--- config.mk ---
export PLATFORM = sky130hd
export DESIGN_NAME = stall_ctrl
export DESIGN_NICKNAME = d
export VERILOG_FILES = /design/src/rtl/stall_ctrl.sv
export SDC_FILE = /design/constraint.sdc
export NUM_CORES = 1
export LEC_CHECK = 0
export ABC_AREA = 1
export CAP_MARGIN = 20
export CORE_MARGIN = 1.5
export CORE_UTILIZATION = 42
export DETAILED_ROUTE_END_ITERATION = 6
export GPL_TIMING_DRIVEN = 0
export PLACE_DENSITY = 0.7
export SLEW_MARGIN = 20
export SYNTH_ARGS = -nofsm -noshare
export SYNTH_HDL_FRONTEND = slang
export SYNTH_SLANG_ARGS = --single-unit
--- constraint.sdc ---
create_clock -name clk -period 4.4 [get_ports clk]
set_input_delay 0.88 -clock clk [delete_from_list [all_inputs] [get_ports clk]]
set_output_delay 0.88 -clock clk [all_outputs]
set_load 0.01 [all_outputs]
--- src/rtl/stall_ctrl.sv ---
// rtl/stall_ctrl.sv - pipeline stall controller: register/MD hazards, MD busy timer, stall counter
module stall_ctrl #(
    parameter int unsigned MULT_CYCLES = 5,
    parameter int unsigned DIV_CYCLES  = 10
) (
    input  logic        clk,
    input  logic        reset,
    input  logic [4:0]  rs_D,
    input  logic [4:0]  rt_D,
    input  logic [1:0]  tuse_rs_D,
    input  logic [1:0]  tuse_rt_D,
    input  logic        md_use_D,
    input  logic [4:0]  wa_E,
    input  logic [1:0]  tnew_E,
    input  logic [4:0]  wa_M,
    input  logic [1:0]  tnew_M,
    input  logic        md_start_E,
    input  logic        md_div_E,
    output logic        stall,
    output logic        freeze,
    output logic        en_D,
    output logic        flush_E,
    output logic        md_busy,
    output logic [31:0] stall_cnt
);

    localparam logic [3:0] MULT_LOAD = 4'(MULT_CYCLES);
    localparam logic [3:0] DIV_LOAD  = 4'(DIV_CYCLES);

    logic [3:0]  md_cnt_q, md_cnt_d;
    logic [31:0] stall_cnt_q, stall_cnt_d;
    logic        hz_rs, hz_rt, hz_md;

    // $0 is never a real dependency, so a zero source register cannot stall
    // even when an E/M instruction with no destination reports wa = 0.
    always_comb begin
        hz_rs = (rs_D != 5'd0) &&
                (((rs_D == wa_E) && (tuse_rs_D < tnew_E)) ||
                 ((rs_D == wa_M) && (tuse_rs_D < tnew_M)));
        hz_rt = (rt_D != 5'd0) &&
                (((rt_D == wa_E) && (tuse_rt_D < tnew_E)) ||
                 ((rt_D == wa_M) && (tuse_rt_D < tnew_M)));
        hz_md = md_use_D && (md_busy || md_start_E);
    end

    always_comb begin
        stall   = hz_rs || hz_rt || hz_md;
        freeze  = stall;
        en_D    = !stall;
        flush_E = stall;
        md_busy = (md_cnt_q != 4'd0);
    end

    // Loading at md_cnt == 1 lets a back-to-back MD op continue without a gap.
    always_comb begin
        md_cnt_d = md_cnt_q;
        if (md_start_E && (md_cnt_q <= 4'd1)) begin
            md_cnt_d = md_div_E ? DIV_LOAD : MULT_LOAD;
        end else if (md_cnt_q != 4'd0) begin
            md_cnt_d = md_cnt_q - 4'd1;
        end
    end

    always_comb begin
        stall_cnt_d = stall_cnt_q;
        if (stall) begin
            stall_cnt_d = stall_cnt_q + 32'd1;
        end
    end

    always_ff @(posedge clk) begin
        if (reset) begin
            md_cnt_q    <= 4'd0;
            stall_cnt_q <= 32'd0;
        end else begin
            md_cnt_q    <= md_cnt_d;
            stall_cnt_q <= stall_cnt_d;
        end
    end

    assign stall_cnt = stall_cnt_q;

    // A new MD op while the unit is still busy would be silently dropped.
    always_ff @(posedge clk) begin
        if (!reset) begin
            assert (!(md_start_E && (md_cnt_q > 4'd1)));
        end
    end

endmodule

==> out/qor.yml <==
status: "finished, violations left"
violations: "design-rule violations"
antennaDiodeCount: 0
die_area_um2: 8140
antenna_found_initial: 0
yosysWarnings: 0
grt_first_pass_wirelength_mm: 15.2
slew_headroom_pct: 68.0
top_usage_layer: "met2"
hold_start: "md_cnt_q[3]"
cp-start-kind: "primary input"
met3_usage_pct: 2.88
syn-num-nets: 600
initial_utilization_pct: 43.8
grt_overflow: 0
cap_violations: 0
end_kind: "output pin"
drt_iter0_drc: 174
synth_area_um2: 3200
clk_pin_slew_ns: 0.07
r2r_slack_ns: 2.43
grt_setup_unrepaired: "false"
use_met1_pct: 28.5
vias: 3420
worstRegToRegCells: 11
seq_area_frac_synth_pct: 22.5
ios: 70
critical_path_class: "primary input to output pin"
max_freq_ghz: 0.249
die_h_um: 90.2
drt-total-wl_mm: 8.66
cp_max_fo: 12
cts_hold_buf: 0
synth_edf_count: 0
first_pass_iters: 6
grt_pass1_vias: 3301
cts_setup_buffers: 0
arrival_ns: 3.13
clk_latency_ns: 0.29
hold_path_class: "register to register"
synth_ff_type: "dfxtp_1"
synth_cells: 560
whs_endpoint: "md_cnt_q[3]"
place.gp.congestion: 0.947
via_per_inst: 4.65
syn_area_per_cell_um2: 5.71
root_buffer: "clkbuf_8"
synth_top_area_share_pct: 22.5
cts.sinks: 36
place_hpwl_mm: 6.94
yosys-top-cells-area: "dfxtp_1 (23%), nand2_1 (21%), inv_1 (14%)"
finClkSkew_ns: 0.00763
synthTopCellsByCount: "nand2_1 (177), inv_1 (115), nor2_1 (65)"
rr_endpoint: "stall_cnt[20]"
worstMarginPinSlew_ns: 0.476
synth.most_common_cell: "nand2_1"
cts_resized: 0
irDropWorstVdd_mv: 0.260
clockBufferDepth: 2
rows: 31
antenna_left: 0
powerDensity_nw_per_um2: 352
io_buffers: 69
fin_nets: 676
hold_violations: 0
power.total_mw: 1.44
drc: 2
synth_cell_types: 29
hold_ws_ns: 0.571
yosysTopAreaCell: "dfxtp_1"
setup_violations: 0
syn2layout_area_growth_pct: 28.5
cts_max_level: 2
worst_r2r_startpoint: "stall_cnt[0]"
drive_gt1_share_pct: 7.86
async_flop_share_pct: 0
yosys_register_bits: 36
fin_crit_sh_pct: 91.1
numCtsBuffers: 5
drv_slew: 0
die_w_um: 90.2
required_ns: 3.52
routedWlPerCell_um: 11.8
core_um2: 7290
use_met2_pct: 40.4
holdPathStages: 2
min_period_ns: 4.01
leakage_nw: 2.04
track_usage_pct: 22.5
grt_max_degree: 13
cts_tree: "done"
finalSetupTns_ns: 0
[worst max-delay path: stages]
cell and delay [ns]:
clkdlybuf4s50_1 0.47, inv_1 0.06, ha_1 0.26, o21ai_0 0.09, nand2_1 0.07, nor2_1 0.10
nand2_1 0.06, nand2_1 0.07, nand2_2 0.10, nand3_4 0.13, buf_4 0.20, buf_4 0.12
clkdlybuf4s50_1 0.52
[placed cells by master (no fill, tap or decap)]
cell             Yosys  final
nor2_4               4      4
nand4_1             35     35
o211ai_1             3      3
nor2_1              65     65
nor2_2               6      6
a21oi_1              4      4
buf_4                3      3
inv_1              115    115
clkbuf_8             0      7
inv_2                6      6
xor2_1              22     22
nor3_2               3      3
o21bai_1             1      1
clkdlybuf4s50_1      0     69
ha_1                 7      7
clkbuf_1             3      3
nand2_4              1      1
buf_2               11     11
xnor2_1              5      5
nand2_2              5      5
dfxtp_1             36     36
nand3_1             19     19
nand2_1            177    177
o21ai_0              5      5
nor3_1              13     13
o21a_1               1      1
a211oi_1             2      2
nand3_2              2      2
nand3_4              1      1
nor3_4               1      1
clkinv_1             4      4
[cell type report]
class | count | area [µm²]
Buffer | 17 | 88.8
Fill cell | 778 | 3180
Timing Repair Buffer | 69 | 691
Multi-Input combinational cell | 382 | 1920
Clock buffer | 7 | 96.3
Sequential cell | 36 | 721
Tap cell | 99 | 124
Inverter | 125 | 469
[worst max-delay path by stage]
stage	start	end	depth (start not counted)	slack, ns
floorplan	tnew_M[1]	freeze	11	1.54
global placement	tnew_M[1]	freeze	13	0.38
detailed placement	tnew_M[1]	freeze	13	0.36
CTS	tnew_M[1]	freeze	13	0.36
global route	tnew_M[1]	freeze	13	0.20
finish	tnew_M[1]	freeze	13	0.39
[layer usage]
layer	vias to the layer above	routed length [µm]	share of wire [%]
li1	1840	-	-
met1	1507	4090	47
met2	65	4200	48
met3	8	274	3.2
met4	0	105	1.2
met5	-	0	0
[flip-flops by register name (all words and copies together), names as in the netlist]
register	cells
md_cnt_q	4
stall_cnt	32
[cells by family (layout without fill, tap and decap cells)]
kind of cell    after synthesis  count (layout)  share of synthesized area, %
flops                        36              36                          22.5
buf+inv                     142             218                          17.5
xor+xnor                     27              27                          7.40
simple gates                332             332                          46.8
fa+ha+maj                     7               7                          2.74
compound gates               16              16                          3.05
[stage by stage]
stage / area (µm²) / setup WS [ns] / cells / utilization [%]
final: 4110 / 0.391 / 735 / 56.3
after global routing: 4110 / 0.196 / 735 / 56.3
after CTS: 4110 / 0.360 / 735 / 56.3
after detailed placement: 4010 / 0.360 / 728 / 55.0
after global placement: 4010 / 0.377 / 728 / 55.0
after floorplan: 3200 / 1.54 / 560 / -
[where the power goes]
group | switching [mW] | total, mW | leakage [nW] | internal (mW)
Combinational | 0.362 | 0.693 | 1.69 | 0.332
Sequential | 0.0888 | 0.489 | 0.298 | 0.400
Clock | 0.122 | 0.262 | 0.0503 | 0.140
(Power assumes the default switching activity.)
